--- src/rtl/axi4_lite_defs.sv ---
// Shared AXI4-Lite definitions: response codes and the master FSM state set.
package axi4_lite_defs;

  localparam logic [1:0] RESP_OKAY   = 2'b00;
  localparam logic [1:0] RESP_EXOKAY = 2'b01;
  localparam logic [1:0] RESP_SLVERR = 2'b10;
  localparam logic [1:0] RESP_DECERR = 2'b11;

  typedef enum logic [2:0] {
    ST_IDLE,
    ST_WRITE,
    ST_WRITE_RESP,
    ST_READ_ADDR,
    ST_READ_DATA,
    ST_RESP
  } state_e;

endpackage

--- src/rtl/dff_async_rst_n.sv ---
// Enable-capture register with asynchronous active-low reset.
// Ports:
//   clk_i   clock
//   rst_ni  asynchronous active-low reset, loads RESET_VALUE
//   en_i    load enable
//   d_i     next value
//   q_o     registered value
module dff_async_rst_n #(
  parameter int unsigned          WIDTH       = 1,
  parameter logic [WIDTH-1:0]     RESET_VALUE = '0
) (
  input  logic             clk_i,
  input  logic             rst_ni,
  input  logic             en_i,
  input  logic [WIDTH-1:0] d_i,
  output logic [WIDTH-1:0] q_o
);

  always_ff @(posedge clk_i or negedge rst_ni) begin
    if (!rst_ni) begin
      q_o <= RESET_VALUE;
    end else if (en_i) begin
      q_o <= d_i;
    end
  end

endmodule

--- src/rtl/axi4_lite_master.sv ---
// Single-outstanding AXI4-Lite initiator. Converts a command/response
// handshake into one AXI4-Lite write (AW+W issued together, then B) or
// read (AR, then R) at a time. All AXI and response outputs are registered.
// Ports:
//   i_clock, i_aresetn                 clock, async active-low reset
//   i_cmd_* / o_cmd_ready              command request (accepted in IDLE)
//   o_rsp_* / i_rsp_ready              response, held until consumed
//   o_aw*/i_awready, o_w*/i_wready     write address / write data channels
//   i_b*/o_bready                      write response channel
//   o_ar*/i_arready, i_r*/o_rready     read address / read data channels
module axi4_lite_master
  import axi4_lite_defs::*;
#(
  parameter int unsigned ADDR_WIDTH = 4,
  parameter int unsigned DATA_WIDTH = 32,
  parameter logic [2:0]  PROT       = 3'b000
) (
  input  logic                    i_clock,
  input  logic                    i_aresetn,
  // command
  input  logic                    i_cmd_valid,
  output logic                    o_cmd_ready,
  input  logic                    i_cmd_write,
  input  logic [ADDR_WIDTH-1:0]   i_cmd_addr,
  input  logic [DATA_WIDTH-1:0]   i_cmd_wdata,
  input  logic [DATA_WIDTH/8-1:0] i_cmd_wstrb,
  // response
  output logic                    o_rsp_valid,
  input  logic                    i_rsp_ready,
  output logic                    o_rsp_write,
  output logic [DATA_WIDTH-1:0]   o_rsp_rdata,
  output logic [1:0]              o_rsp_resp,
  // AW
  output logic [ADDR_WIDTH-1:0]   o_awaddr,
  output logic [2:0]              o_awprot,
  output logic                    o_awvalid,
  input  logic                    i_awready,
  // W
  output logic [DATA_WIDTH-1:0]   o_wdata,
  output logic [DATA_WIDTH/8-1:0] o_wstrb,
  output logic                    o_wvalid,
  input  logic                    i_wready,
  // B
  input  logic [1:0]              i_bresp,
  input  logic                    i_bvalid,
  output logic                    o_bready,
  // AR
  output logic [ADDR_WIDTH-1:0]   o_araddr,
  output logic [2:0]              o_arprot,
  output logic                    o_arvalid,
  input  logic                    i_arready,
  // R
  input  logic [DATA_WIDTH-1:0]   i_rdata,
  input  logic [1:0]              i_rresp,
  input  logic                    i_rvalid,
  output logic                    o_rready
);

  localparam int unsigned STRB_WIDTH = DATA_WIDTH / 8;

  state_e state_q, state_d;

  logic awvalid_q, awvalid_d;
  logic wvalid_q, wvalid_d;
  logic arvalid_q, arvalid_d;
  logic bready_q, bready_d;
  logic rready_q, rready_d;
  logic rsp_valid_q, rsp_valid_d;
  logic cmd_ready_q, cmd_ready_d;
  logic aw_done_q, aw_done_d;
  logic w_done_q, w_done_d;

  logic                  cmd_capture;
  logic                  rsp_capture;
  logic [ADDR_WIDTH-1:0] addr_aligned;
  logic                  rsp_write_d;
  logic [DATA_WIDTH-1:0] rsp_rdata_d;
  logic [1:0]            rsp_resp_d;

  logic aw_hs, w_hs, ar_hs, b_hs, r_hs;

  assign aw_hs = awvalid_q & i_awready;
  assign w_hs  = wvalid_q  & i_wready;
  assign ar_hs = arvalid_q & i_arready;
  assign b_hs  = bready_q  & i_bvalid;
  assign r_hs  = rready_q  & i_rvalid;

  // Word-align the command address; the whole port is read so no bit is left dangling.
  always_comb begin
    addr_aligned      = i_cmd_addr;
    addr_aligned[1:0] = 2'b00;
  end

  always_comb begin
    state_d     = state_q;
    awvalid_d   = awvalid_q;
    wvalid_d    = wvalid_q;
    arvalid_d   = arvalid_q;
    bready_d    = bready_q;
    rready_d    = rready_q;
    rsp_valid_d = rsp_valid_q;
    aw_done_d   = aw_done_q;
    w_done_d    = w_done_q;
    cmd_capture = 1'b0;
    rsp_capture = 1'b0;
    rsp_write_d = 1'b0;
    rsp_rdata_d = '0;
    rsp_resp_d  = RESP_OKAY;

    unique case (state_q)
      ST_IDLE: begin
        if (i_cmd_valid) begin
          cmd_capture = 1'b1;
          aw_done_d   = 1'b0;
          w_done_d    = 1'b0;
          if (i_cmd_write) begin
            state_d   = ST_WRITE;
            awvalid_d = 1'b1;
            wvalid_d  = 1'b1;
          end else begin
            state_d   = ST_READ_ADDR;
            arvalid_d = 1'b1;
          end
        end
      end

      // Each channel drops its valid on its own handshake; the flags let the
      // two handshakes land in either order or in the same cycle.
      ST_WRITE: begin
        if (aw_hs) begin
          awvalid_d = 1'b0;
          aw_done_d = 1'b1;
        end
        if (w_hs) begin
          wvalid_d = 1'b0;
          w_done_d = 1'b1;
        end
        if (aw_done_d && w_done_d) begin
          state_d  = ST_WRITE_RESP;
          bready_d = 1'b1;
        end
      end

      ST_WRITE_RESP: begin
        if (b_hs) begin
          bready_d    = 1'b0;
          rsp_capture = 1'b1;
          rsp_write_d = 1'b1;
          rsp_resp_d  = i_bresp;
          rsp_valid_d = 1'b1;
          state_d     = ST_RESP;
        end
      end

      ST_READ_ADDR: begin
        if (ar_hs) begin
          arvalid_d = 1'b0;
          rready_d  = 1'b1;
          state_d   = ST_READ_DATA;
        end
      end

      ST_READ_DATA: begin
        if (r_hs) begin
          rready_d    = 1'b0;
          rsp_capture = 1'b1;
          rsp_write_d = 1'b0;
          rsp_rdata_d = i_rdata;
          rsp_resp_d  = i_rresp;
          rsp_valid_d = 1'b1;
          state_d     = ST_RESP;
        end
      end

      ST_RESP: begin
        if (i_rsp_ready) begin
          rsp_valid_d = 1'b0;
          state_d     = ST_IDLE;
        end
      end

      default: begin
        state_d = ST_IDLE;
      end
    endcase

    // Registered copy of "next state is IDLE" so o_cmd_ready is a flop output.
    cmd_ready_d = (state_d == ST_IDLE);
  end

  always_ff @(posedge i_clock or negedge i_aresetn) begin
    if (!i_aresetn) begin
      state_q     <= ST_IDLE;
      awvalid_q   <= 1'b0;
      wvalid_q    <= 1'b0;
      arvalid_q   <= 1'b0;
      bready_q    <= 1'b0;
      rready_q    <= 1'b0;
      rsp_valid_q <= 1'b0;
      cmd_ready_q <= 1'b1;
      aw_done_q   <= 1'b0;
      w_done_q    <= 1'b0;
    end else begin
      state_q     <= state_d;
      awvalid_q   <= awvalid_d;
      wvalid_q    <= wvalid_d;
      arvalid_q   <= arvalid_d;
      bready_q    <= bready_d;
      rready_q    <= rready_d;
      rsp_valid_q <= rsp_valid_d;
      cmd_ready_q <= cmd_ready_d;
      aw_done_q   <= aw_done_d;
      w_done_q    <= w_done_d;
    end
  end

  logic [ADDR_WIDTH-1:0] addr_q;
  logic [DATA_WIDTH-1:0] wdata_q;
  logic [STRB_WIDTH-1:0] wstrb_q;
  logic                  rsp_write_q;
  logic [DATA_WIDTH-1:0] rsp_rdata_q;
  logic [1:0]            rsp_resp_q;

  dff_async_rst_n #(.WIDTH(ADDR_WIDTH)) u_addr_q (
    .clk_i (i_clock), .rst_ni(i_aresetn), .en_i(cmd_capture),
    .d_i   (addr_aligned), .q_o(addr_q)
  );

  dff_async_rst_n #(.WIDTH(DATA_WIDTH)) u_wdata_q (
    .clk_i (i_clock), .rst_ni(i_aresetn), .en_i(cmd_capture),
    .d_i   (i_cmd_wdata), .q_o(wdata_q)
  );

  dff_async_rst_n #(.WIDTH(STRB_WIDTH)) u_wstrb_q (
    .clk_i (i_clock), .rst_ni(i_aresetn), .en_i(cmd_capture),
    .d_i   (i_cmd_wstrb), .q_o(wstrb_q)
  );

  dff_async_rst_n #(.WIDTH(1)) u_rsp_write_q (
    .clk_i (i_clock), .rst_ni(i_aresetn), .en_i(rsp_capture),
    .d_i   (rsp_write_d), .q_o(rsp_write_q)
  );

  dff_async_rst_n #(.WIDTH(DATA_WIDTH)) u_rsp_rdata_q (
    .clk_i (i_clock), .rst_ni(i_aresetn), .en_i(rsp_capture),
    .d_i   (rsp_rdata_d), .q_o(rsp_rdata_q)
  );

  dff_async_rst_n #(.WIDTH(2)) u_rsp_resp_q (
    .clk_i (i_clock), .rst_ni(i_aresetn), .en_i(rsp_capture),
    .d_i   (rsp_resp_d), .q_o(rsp_resp_q)
  );

  assign o_cmd_ready = cmd_ready_q;
  assign o_rsp_valid = rsp_valid_q;
  assign o_rsp_write = rsp_write_q;
  assign o_rsp_rdata = rsp_rdata_q;
  assign o_rsp_resp  = rsp_resp_q;

  assign o_awaddr  = addr_q;
  assign o_awprot  = PROT;
  assign o_awvalid = awvalid_q;
  assign o_wdata   = wdata_q;
  assign o_wstrb   = wstrb_q;
  assign o_wvalid  = wvalid_q;
  assign o_bready  = bready_q;
  assign o_araddr  = addr_q;
  assign o_arprot  = PROT;
  assign o_arvalid = arvalid_q;
  assign o_rready  = rready_q;

endmodule

--- config.mk ---
export PLATFORM = sky130hd
export DESIGN_NAME = axi4_lite_master
export DESIGN_NICKNAME = d
export VERILOG_FILES = /design/src/rtl/axi4_lite_defs.sv /design/src/rtl/dff_async_rst_n.sv /design/src/rtl/axi4_lite_master.sv
export SDC_FILE = /design/constraint.sdc
export NUM_CORES = 1
export LEC_CHECK = 0
export ABC_AREA = 1
export BUFFER_PORTS_ARGS = -buffer_cell sky130_fd_sc_hd__buf_2
export CAP_MARGIN = 30
export CORE_MARGIN = 5
export CORE_UTILIZATION = 46
export CTS_CLUSTER_DIAMETER = 150
export DETAILED_ROUTE_END_ITERATION = 12
export PLACE_DENSITY = 0.8
export SYNTH_ARGS = -nofsm -noshare
export SYNTH_HDL_FRONTEND = slang
export SYNTH_SLANG_ARGS = --single-unit
--- constraint.sdc ---
create_clock -name i_clock -period 1.6 [get_ports i_clock]
set_input_delay 0.16 -clock i_clock [delete_from_list [all_inputs] [get_ports i_clock]]
set_output_delay 0.16 -clock i_clock [all_outputs]
set_load 0.02 [all_outputs]
# Word level (Yosys, flattened, before mapping)
# Cells that the tools add are included.
totals:
  inputBits: 86
  register_bits: 85
  elab_cells: 97
  out_inout_bits: 92
classes:
  n_reduce_logical: 15
  eq_ne: 15
  bitwise: 5
  muxes: 46
op_table:
  columns: ["cell", "n"]
  rows:
  - ["2-to-1 mux 32 bit", 2]
  - ["2-to-1 mux 1 bit", 24]
  - ["inequality test 2 bit, second input constant", 10]
  - ["2-to-1 mux 3 bit", 6]
  - ["one-hot mux 3 bit (6 select lines)", 1]
  - ["one-hot mux 1 bit (2 select lines)", 8]
  - ["AND reduction 4 bit", 4]
  - ["nonzero test 2 bit", 4]
  - ["equality test 3 x 2 -> 1 bit, second input constant", 2]
  - ["equality test 3 bit, second input constant", 2]
  - ["logical NOT 3 bit", 2]
  - ["2-to-1 mux 2 bit", 3]
  - ["AND reduction 3 bit", 2]
  - ["AND 1 bit", 5]
  - ["one-hot mux 2 bit (2 select lines)", 1]
  - ["equality test 3 x 1 -> 1 bit, second input constant", 1]
  - ["one-hot mux 1 bit (3 select lines)", 1]
  - ["nonzero test 3 bit", 1]
  - ["AND reduction 2 bit", 1]
  - ["logical AND 1 bit", 1]

# Depth between registers and ports, before layout
# Gate-level depths: netlist of run 1.
depth:
  ltp_word: 7
  depth_mapped: 8
  ltp_nobuf: 7

# By module
# A second synthesis of run 1 with hierarchy kept.
hier_totals:
  cells_unflattened: 494
  hier_area_um2: 4093.9
modules_own_cells:
  columns: ["mod", "area_per_inst_um2", "cells_each", "seq_area_each_um2", "instances"]
  rows:
  - ["dff_async_rst_n at u_rsp_rdata_q ...", 1292.5, 136, 800.8, 2]
  - ["axi4_lite_master", 1094.8, 174, 301.5, 1]
  - ["dff_async_rst_n at u_addr_q ...", 148.9, 17, 100.1, 2]
  - ["dff_async_rst_n at u_rsp_resp_q", 76.3, 9, 50.0, 1]
  - ["dff_async_rst_n at u_rsp_write_q", 40.0, 5, 25.0, 1]

# Worst setup path after synthesis of run 1
# OpenSTA, ideal clock, no wires.
synth_path:
  path_type: "reg-to-reg"
  from: "register state_q[1]"
  to: "register u_addr_q.q_o[2]"
  path_stages_with_launch: 7
  t_arrival_ns: 1.089
  period_less_slack_ns: 1.205
  path_slack_ns: 0.395
  setup_ns: 0.116
  t_required_ns: 1.484
  path_buffers: 2
  cell_sequence: "dfrtp_1 nor2_4 nand3_2 buf_4 buf_6 nand2_1 nand2_1"
synth_between:
  elab_chain_len: 2
synth_lines:
  columns: ["item", "line_no", "text"]
  rows:
  - ["start: declaration", "axi4_lite_master.sv:61", "state_e state_q, state_d;"]
  - ["start signal: assignment", "axi4_lite_master.sv:204", "state_q <= state_d;"]
  - ["logical NOT 3 bit", "axi4_lite_master.sv:110", "unique case (state_q)"]
  - ["2-to-1 mux 1 bit", "axi4_lite_master.sv:110", null]
  - ["end signal: assignment", "dff_async_rst_n.sv:23", "q_o <= d_i;"]
  - ["end: declaration", "dff_async_rst_n.sv:16", "output logic [WIDTH-1:0] q_o"]
# Every way passes these cells.
# A chain may end at the register's enable or synchronous reset.

# Worst setup path in the final report of run 1
layout_path:
  from: "register state_q[1]"
  to: "register u_rsp_rdata_q.q_o[26]"
layout_between:
  elab_chain_len: 2
  word_cells_on_any_way: 4
  classes_between: "eq/ne (2); mux (2)"
layout_lines:
  columns: ["item", "line_no"]
  rows:
  - ["equality test 3 bit / equality test 3 x 2 -> 1 bit (equally long branches)", "axi4_lite_master.sv:110"]
  - ["one-hot mux 1 bit (2 select lines) / 2-to-1 mux 32 bit (equally long branches)", "axi4_lite_master.sv:110"]
  - ["end signal: assignment", "dff_async_rst_n.sv:23"]
  - ["end: declaration", "dff_async_rst_n.sv:16"]
# Parallel ways exist; a longest one is shown, timed or not.

==> impl_metrics.py, run 1 <==
metrics = {
    "worst_setup_path": {
        "crit_slowest_cell": "dfrtp_1",
        "cp-end-kind": "flop",
        "crit_type": "reg -> reg",
        "cp-start-kind": "flop",
        "crit_chain": "nor2_4, nand3_4, inv_2, buf_4, nand2_1, nand2_1",
        "rrSetupSlack_ns": 0.18,
        "timing.critical_path.arrival_ns": 1.69,
        "critPathMostFrequentCell": "nand2_1",
        "cp.required_ns": 1.88,
        "crit_family": "flip-flops",
        "crit_fanout": 14,
        "cpPeakStageDelay_ns": 0.45,
        "critPathBufInv": 2,
    },
    "flow_run": {
        "maxCapViolations": 0,
    },
    "finish": {
        "nNetsFinal": 665,
        "syn2layout_area_growth_pct": 32.9,
        "num_antenna_cells": 0,
        "drive_gt1_frac": 0.372,
        "design_area_um2": 4750,
        "finish.utilization": 0.622,
    },
    "synthesis": {
        "synth_area_um2": 3580,
        "synth_top_area_share": 0.588,
        "async_flop_share": 1.00,
        "synth-edff-count": 0,
        "ys.flop_type": "dfrtp_1",
        "yosys-top-cells-area": "dfrtp_1 59%, nand2_1 23%, nand2_2 3.1%",
        "synth_cell_types": 27,
        "yosysSeqAreaShare": 0.595,
        "synth_largest_area_cell": "dfrtp_1",
        "yosysMostFrequentCell": "nand2_1",
        "ys_ff_latch": 85,
        "synth_cells": 404,
        "syn_avg_cell_area_um2": 8.85,
        "synthTopCellsByCount": "219 x nand2_1, 84 x dfrtp_1, 18 x nand2_2",
        "yosysWarningCount": 0,
    },
    "global_routing": {
        "antenna_found_initial": 0,
        "grt_max_degree": 50,
        "grt-ovfl-total": 0,
        "grt_pass1_wl_um": 14100,
        "track_usage": 0.177,
        "grt_pass1_vias": 3023,
    },
    "place": {
        "pre_cts_ws_ns": 0.205,
        "gp_congestion": 0.860,
        "place_hpwl_um": 6400,
        "numPortBuffers": 165,
        "dpl_cell_area_um2": 4420,
    },
    "floorplan": {
        "rows": 32,
        "num_io_pins": 178,
        "coreArea_um2": 7650,
        "dieArea_um2": 9640,
        "die_x_um": 98.2,
        "initial_utilization": 0.468,
        "die_h_um": 98.2,
    },
    "timing": {
        "finalClockSkew_ns": 0.00717,
        "min_period_ns": 1.42,
        "fin_setup_tns_ns": 0,
        "period_share": 0.887,
        "setup_viol": 0,
        "setup_ws_ns": 0.182,
        "finalHoldViolCount": 0,
        "drv_slew": 0,
        "rsz0062_at_grt": "false",
        "max_freq_mhz": 705,
    },
    "clocking": {
        "postCtsSetupBuffers": 0,
        "clkTransAtPathRegs_ns": 0.08,
        "cts_buffers": 9,
        "cts_max_level": 3,
        "cts.sinks": 85,
        "cts_tree": "done",
        "cts_root_buffer": "clkbuf_8",
        "cts_buffer_depth": 2,
        "clk_latency_ns": 0.33,
    },
    "route": {
        "drt_pass1_iterations": 4,
        "vias": 3074,
        "drcViolationCount": 0,
        "avgRoutedWirePerCell_um": 12.5,
        "wirelength_um": 8560,
        "vias_per_cell": 4.48,
        "first_iter_violations": 112,
        "ant_nets": 0,
    },
    "pwr": {
        "p_leak_nw": 2.89,
        "irDropWorstVdd_v": 0.00111,
        "powerDensity_nw_per_um2": 2010,
        "finalPower_w": 0.00956,
    },
    "worst_hold_path": {
        "min_path_type": "in -> reg",
    },
    "status": {
        "status": "completed",
    },
}
[routing by layer]
| metal | GRT usage | vias up | wire [µm] |
|---|---|---|---|
| met5 | 0 | - | 0 |
| met4 | 0.0546 | 0 | 119 |
| met3 | 0.0579 | 13 | 829 |
| met2 | 0.301 | 127 | 4130 |
| met1 | 0.214 | 1390 | 3480 |
| li1 | - | 1544 | - |
[logic make-up (layout without fill, tap and decap cells)]
logic type	Yosys count	after routing	share of synthesized area
AOI/OAI and AO/OA	8	8	0.0126
buffers and inverters	44	215	0.0790
DFF	85	85	0.595
other	1	10	0.00105
and+or+nand+nor	266	266	0.312
[power breakdown]
part	internal (W)	switching (W)	leakage, nW
logic	0.00140	0.00279	1.69
clock network	0.000919	0.000727	0.112
registers	0.00315	0.000577	1.09
[tightest hold or removal path, cell delays in order]
cell and delay (ns):
buf_2 0.07, nand2_1 0.04, nand2_1 0.04
[area by class of cell]
type / count / area (µm²)
flip-flops and latches: 85 / 2130
clock inverters: 6 / 86.3
inverters: 17 / 66.3
clock buffers: 10 / 138
well taps: 102 / 128
repair buffers: 182 / 1010
multi-input cells: 284 / 1200
fillers: 702 / 2890
[path summary, 6_finish.rpt]
path | cells after the start | end | start
max | 6 | u_rsp_rdata_q.q_o[26] | state_q[1]
min | 3 | u_wdata_q.q_o[6] | i_cmd_wdata[6]
max reg2reg | 6 | u_rsp_rdata_q.q_o[26] | state_q[1]
min reg2reg | 2 | u_rsp_write_q.q_o | u_rsp_write_q.q_o
max in group asynchronous | 3 | u_wdata_q.q_o[15] | i_aresetn
min in group asynchronous | 2 | u_rsp_rdata_q.q_o[4] | i_aresetn
[layout by cell type (no fill, tap or decap), drive strengths merged]
master       count
dfrtp           84
inv             17
clkinv           3
nand4            1
nand3b           1
nand2          238
dlygate4sd3     11
o21ai            3
nor3             2
bufinv           2
buf            171
or2              1
a21oi            3
nor2            15
clkbuf          10
nand3            8
a22oi            2
clkinvlp         1
conb            10
dfstp            1
[stage by stage]
stage | std cells | hold WS (ns)
finish | 686 | 0.0174
global route | 686 | 0.00662
CTS | 686 | 0.0000519
detailed placement | 659 | 0.155
global placement | 659 | 0.147
floorplan | 413 | -0.136
[sequential cells by signal, indices dropped and copies added (netlist names), 2 cells and up]
| name | count |
|---|---|
| state_q | 3 |
| u_rsp_resp_q.q_o | 2 |
| u_rsp_rdata_q.q_o | 32 |
| u_wstrb_q.q_o | 4 |
| u_wdata_q.q_o | 32 |
| u_addr_q.q_o | 2 |
[repair_timing]
action / CTS / global route
resized for setup: 0 / 0
setup endpoints to repair: 0 / 0
hold buffers: 11 / 0
endpoints found under the hold margin: 45 / 0
Note: power is estimated with default switching activity, not from simulation.
==> run 2: changes to the inputs <==
CAP_MARGIN = not set   (was 30)
CELL_PAD_IN_SITES_DETAIL_PLACEMENT = 1   (was not set)
CELL_PAD_IN_SITES_GLOBAL_PLACEMENT = 2   (was not set)
CORE_UTILIZATION = 25   (was 46)
PLACE_DENSITY = not set   (was 0.8)
PLACE_DENSITY_LB_ADDON = 0.1   (was not set)
==> run 2 against run 1 <==
  * Setup slack improved by 0.0023 ns
  * Sequential share of layout area shrank 2.9 points
  * Clock power up 19%
  * Critical endpoint is now u_wdata_q.q_o[14]
==> impl_metrics.py, run 2 (synthesized netlist as in run 1, its figures left out) <==
metrics = {
    "clocking": {
        "cts_root_buffer": "clkbuf_16",
        "cts_tree": "done",
        "cts.sinks": 85,
        "clk_latency_ns": 0.34,
        "cts_buffers": 9,
        "post_cts_resized": 0,
        "clkTransAtPathRegs_ns": 0.06,
        "cts_buffer_depth": 2,
        "postCtsSetupBuffers": 0,
        "cts_max_level": 3,
    },
    "floorplan": {
        "rows": 43,
        "dieArea_um2": 16800,
        "die_x_um": 130,
        "initial_utilization": 0.257,
        "num_io_pins": 178,
        "die_h_um": 130,
        "coreArea_um2": 13900,
    },
    "route": {
        "vias": 3180,
        "ant_nets": 0,
        "drcViolationCount": 0,
        "first_iter_violations": 93,
        "wirelength_um": 11100,
        "vias_per_cell": 4.09,
        "drt_pass1_iterations": 4,
        "avgRoutedWirePerCell_um": 14.2,
    },
    "worst_setup_path": {
        "cp-end-kind": "flop",
        "crit_fanout": 24,
        "r2r_start": "state_q[1]",
        "cp.required_ns": 1.87,
        "crit_type": "reg -> reg",
        "cp-start-kind": "flop",
        "crit_start": "state_q[1]",
        "timing.critical_path.arrival_ns": 1.69,
    },
    "timing": {
        "min_period_ns": 1.42,
        "setup_ws_ns": 0.184,
        "max_freq_mhz": 706,
        "finalClockSkew_ns": 0.00410,
        "setup_viol": 0,
        "rsz0062_at_grt": "false",
        "finalHoldViolCount": 0,
        "drv_slew": 0,
        "period_share": 0.885,
        "fin_setup_tns_ns": 0,
    },
    "pwr": {
        "switching_power_w": 0.00426,
        "clkPwrFrac": 0.194,
        "powerDensity_nw_per_um2": 1980,
        "switching_share": 0.424,
        "pwr-share-seq": 0.372,
        "p_leak_nw": 3.00,
        "irDropWorstVdd_v": 0.000835,
        "combPwrFrac": 0.434,
        "internal_power_w": 0.00580,
    },
    "global_routing": {
        "grt_pass1_wl_um": 17700,
        "grt_pass1_vias": 3452,
        "track_usage": 0.135,
        "grt-ovfl-total": 0,
        "grt_max_degree": 42,
        "antenna_found_initial": 0,
        "use_met3": 0.0610,
        "met1_usage": 0.157,
        "gr-usage-met2": 0.230,
        "busiest_layer": "met2",
    },
    "worst_hold_path": {
        "min_from": "i_rdata[13]",
        "min_path_type": "in -> reg",
    },
    "finish": {
        "syn2layout_area_growth_pct": 42.1,
        "nNetsFinal": 680,
        "fill_cells": 1710,
        "num_antenna_cells": 0,
        "design_area_um2": 5080,
        "mostFrequentLayoutCell": "nand2_1",
        "reg_top3": "u_rsp_rdata_q.q_o: 32 flops, u_wdata_q.q_o: 32 flops, u_wstrb_q.q_o: 4 flops",
        "drive_gt1_frac": 0.366,
        "layout_common_cells": "219 x nand2_1, 164 x buf_2, 84 x dfrtp_1",
    },
    "place": {
        "numPortBuffers": 165,
        "place_hpwl_um": 8320,
        "pre_cts_ws_ns": 0.185,
        "dpl_cell_area_um2": 4590,
        "gp_congestion": 0.693,
    },
    "status": {
        "status": "completed",
    },
    "flow_run": {
        "maxCapViolations": 0,
    },
}
run 2: changes by cell type in the layout (fill, tap and decap cells not counted), moves of 2 or more:
cell | before | now
buf_12 | 2 | 5
buf_4 | 5 | 7
bufinv_16 | 2 | 0
clkbuf_1 | 0 | 2
clkbuf_16 | 0 | 9
clkbuf_8 | 10 | 3
dlygate4sd3_1 | 11 | 21
run 2: worst paths after layout:
| path | to | slack [ns] | depth (start not counted) |
|---|---|---|---|
| setup / recovery | u_wdata_q.q_o[14] | 0.18 | 6 |
| hold / removal | u_rsp_rdata_q.q_o[13] | 0.02 | 3 |
| setup reg to reg | u_wdata_q.q_o[14] | 0.18 | 6 |
| hold reg to reg | u_rsp_rdata_q.q_o[28] | 0.47 | 2 |
| max in group asynchronous | u_wdata_q.q_o[26] | 0.76 | 3 |
| min in group asynchronous | u_addr_q.q_o[2] | 0.28 | 2 |
run 2: final cells by class:
| class | instances | area [µm²] | share of cell area |
|---|---|---|---|
| well taps | 180 | 225 | 0.0443 |
| repair buffers | 197 | 1180 | 0.233 |
| flip-flops and latches | 85 | 2130 | 0.419 |
| clock buffers | 14 | 274 | 0.0539 |
| multi-input cells | 284 | 1200 | 0.236 |
| clock inverters | 1 | 5.00 | 0.000985 |
| inverters | 17 | 66.3 | 0.0130 |
run 2: per-layer routing:
metal,share of wire,up-vias
met5,0,-
met4,0.0089,0
met3,0.092,7
met2,0.49,106
met1,0.41,1498
li1,-,1569
run 2: timing repair:
item | 4_1_cts | 5_1_grt
hold buffers | 21 | 0
setup endpoints to repair | 0 | 0
endpoints found under the hold margin | 41 | 0
run 2: power by group through the flow:
stage	Sequential, W	Clock, W	Combinational, W
2_1_floorplan	0.00489	0	0.00166
3_3_place_gp	0.00372	0	0.00440
3_5_place_dp	0.00378	0	0.00444
4_1_cts	0.00377	0.00210	0.00449
5_1_grt	0.00389	0.00215	0.00482
6_report	0.00374	0.00196	0.00437
run 2: per-stage QoR:
step                utilization  total power [W]  hold slack, ns  instances
finish                    0.365           0.0101          0.0195        778
global placement          0.330          0.00812           0.107        742
CTS                       0.365           0.0104       0.0000449        778
detailed placement        0.330          0.00822           0.116        742
floorplan                     -          0.00655          -0.136        413
global route              0.365           0.0109         0.00574        778
run 2: worst max-delay path, cell delays in order, from the launching register on:
cell	delay [ns]
dfrtp_1	0.44
nor2_4	0.19
nand3_2	0.13
inv_2	0.22
buf_12	0.20
nand2_1	0.08
nand2_1	0.07
==> run 3: changes to the inputs <==
clock period = 1.54 ns   (was 1.6 ns; I/O delays follow)
==> run 3 against run 2 <==
  * Fmax rose by 1.9%
  * Core utilization rose by 0.93 points
  * Flip-flop and latch count did not move
  * Sequential share of layout area fell by 1.0 points
  * Critical endpoint is now u_wdata_q.q_o[31]
  * Global-route usage barely moved
  * Clock skew rose by 0.0060 ns
  * Clock power rose by 28%
  * Clock-buffer cell count fell by 4
  * Sequential power rose by 3%
==> impl_metrics.py, run 3 (synthesized netlist as in run 1, its figures left out) <==
metrics = {
    "pwr": {
        "p_leak_nw": 3.04,
        "irDropWorstVdd_v": 0.000623,
        "powerDensity_nw_per_um2": 2080,
    },
    "finish": {
        "finish.utilization": 0.374,
        "num_antenna_cells": 0,
        "drive_gt1_frac": 0.358,
        "layout_common_cells": "219 x nand2_1, 164 x buf_2, 84 x dfrtp_1",
        "mostFrequentLayoutCell": "nand2_1",
        "syn2layout_area_growth_pct": 45.7,
        "reg_top3": "u_rsp_rdata_q.q_o: 32 flops, u_wdata_q.q_o: 32 flops, u_wstrb_q.q_o: 4 flops",
        "nNetsFinal": 687,
    },
    "global_routing": {
        "grt_max_degree": 86,
        "grt_pass1_vias": 3491,
        "track_usage": 0.135,
        "antenna_found_initial": 0,
        "grt-ovfl-total": 0,
        "grt_pass1_wl_um": 17800,
    },
    "route": {
        "first_iter_violations": 101,
        "drcViolationCount": 0,
        "vias_per_cell": 4.11,
        "avgRoutedWirePerCell_um": 13.7,
        "ant_nets": 0,
        "drt_pass1_iterations": 4,
        "vias": 3231,
        "wirelength_um": 10800,
    },
    "clocking": {
        "cts_buffer_depth": 2,
        "cts.sinks": 85,
        "cts_root_buffer": "clkbuf_16",
        "cts_max_level": 3,
        "clk_latency_ns": 0.34,
        "postCtsSetupBuffers": 0,
        "cts_buffers": 9,
        "clkTransAtPathRegs_ns": 0.07,
        "cts_tree": "done",
    },
    "worst_setup_path": {
        "crit_chain": "inv_2, nand3_2, clkinv_2, buf_12, nand2_1, nand2_1",
        "timing.critical_path.arrival_ns": 1.62,
        "cp.required_ns": 1.77,
        "crit_fanout": 24,
        "crit_type": "reg -> reg",
        "critPathBufInv": 3,
        "critPathMostFrequentCell": "nand2_1",
        "cp-start-kind": "flop",
        "crit_family": "buffers and inverters",
        "cp-end-kind": "flop",
        "cpPeakStageDelay_ns": 0.49,
        "crit_slowest_cell": "dfrtp_1",
    },
    "floorplan": {
        "rows": 43,
        "die_h_um": 130,
        "die_x_um": 130,
        "num_io_pins": 178,
        "dieArea_um2": 16800,
        "coreArea_um2": 13900,
        "initial_utilization": 0.257,
    },
    "timing": {
        "finalHoldViolCount": 0,
        "period_share": 0.902,
        "min_period_ns": 1.39,
        "setup_viol": 0,
        "max_freq_mhz": 720,
        "finalClockSkew_ns": 0.0101,
        "fin_setup_tns_ns": 0,
        "drv_slew": 0,
        "rsz0062_at_grt": "false",
    },
    "status": {
        "status": "completed",
    },
    "place": {
        "gp_congestion": 0.693,
        "numPortBuffers": 165,
        "place_hpwl_um": 7750,
    },
    "worst_hold_path": {
        "min_path_type": "in -> reg",
    },
    "flow_run": {
        "maxCapViolations": 0,
    },
}
==> run 3: cell types whose count changed in the layout (fill, tap and decap cells not counted), moves of 3 or more <==
cell,delta
buf_4,-3
bufinv_16,+3
clkbuf_8,-3
dlygate4sd3_1,+11
==> run 3: area by class of cell <==
| type | count | area, µm² |
|---|---|---|
| fillers | 1697 | 8720 |
| clock inverters | 6 | 111 |
| flip-flops and latches | 85 | 2130 |
| multi-input cells | 284 | 1200 |
| well taps | 180 | 225 |
| inverters | 17 | 67.6 |
| clock buffers | 10 | 229 |
| repair buffers | 204 | 1250 |
==> run 3: worst register-to-register path, stage by stage, from the launching register on <==
cell and delay, ns:
dfrtp_1 0.49, inv_2 0.08, nand3_2 0.13, clkinv_2 0.22
buf_12 0.24, nand2_1 0.08, nand2_1 0.05
==> run 3: through the flow <==
step           power [W]  instances  hold WS, ns  setup slack [ns]  instance area, µm²
6_report          0.0109        786       0.0128             0.150                5210
2_1_floorplan    0.00680        413       -0.142             0.335                3610
5_1_grt           0.0117        786       0.0116            0.0103                5210
3_5_place_dp     0.00848        738        0.240            0.0867                4550
4_1_cts           0.0111        786     0.000561            0.0825                5210
3_3_place_gp     0.00839        738        0.242             0.126                4550
==> run 3: power by group <==
group	total, W	switching [W]	internal [W]
clock network	0.00250	0.000912	0.00159
registers	0.00386	0.000586	0.00328
logic	0.00450	0.00298	0.00152
total	0.0109	0.00448	0.00638
==> run 3: metal layers <==
metal,routed length (µm),up-vias,GRT usage,share of wire
met4,185,0,0.0532,0.017
met5,0,-,0,0
met3,846,11,0.0404,0.078
li1,-,1591,-,-
met1,4680,1527,0.165,0.43
met2,5090,102,0.223,0.47
==> run 3: what timing repair did <==
| item | 4_1_cts | 5_1_grt |
|---|---|---|
| endpoints found under the hold margin | 115 | 0 |
| gates resized for setup | 0 | 1 |
| hold buffers | 32 | 0 |
| endpoints found under the setup margin | 0 | 2 |
==> run 3: path summary, 6_finish.rpt <==
check	depth (start not counted)	from	to	slack, ns
max	6	state_q[2]	u_wdata_q.q_o[31]	0.15
min	3	i_rdata[19]	u_rsp_rdata_q.q_o[19]	0.01
max reg2reg	6	state_q[2]	u_wdata_q.q_o[31]	0.15
min reg2reg	2	u_rsp_write_q.q_o	u_rsp_write_q.q_o	0.47
max in group asynchronous	3	i_aresetn	o_cmd_ready	0.74
min in group asynchronous	3	i_aresetn	u_wdata_q.q_o[25]	0.38
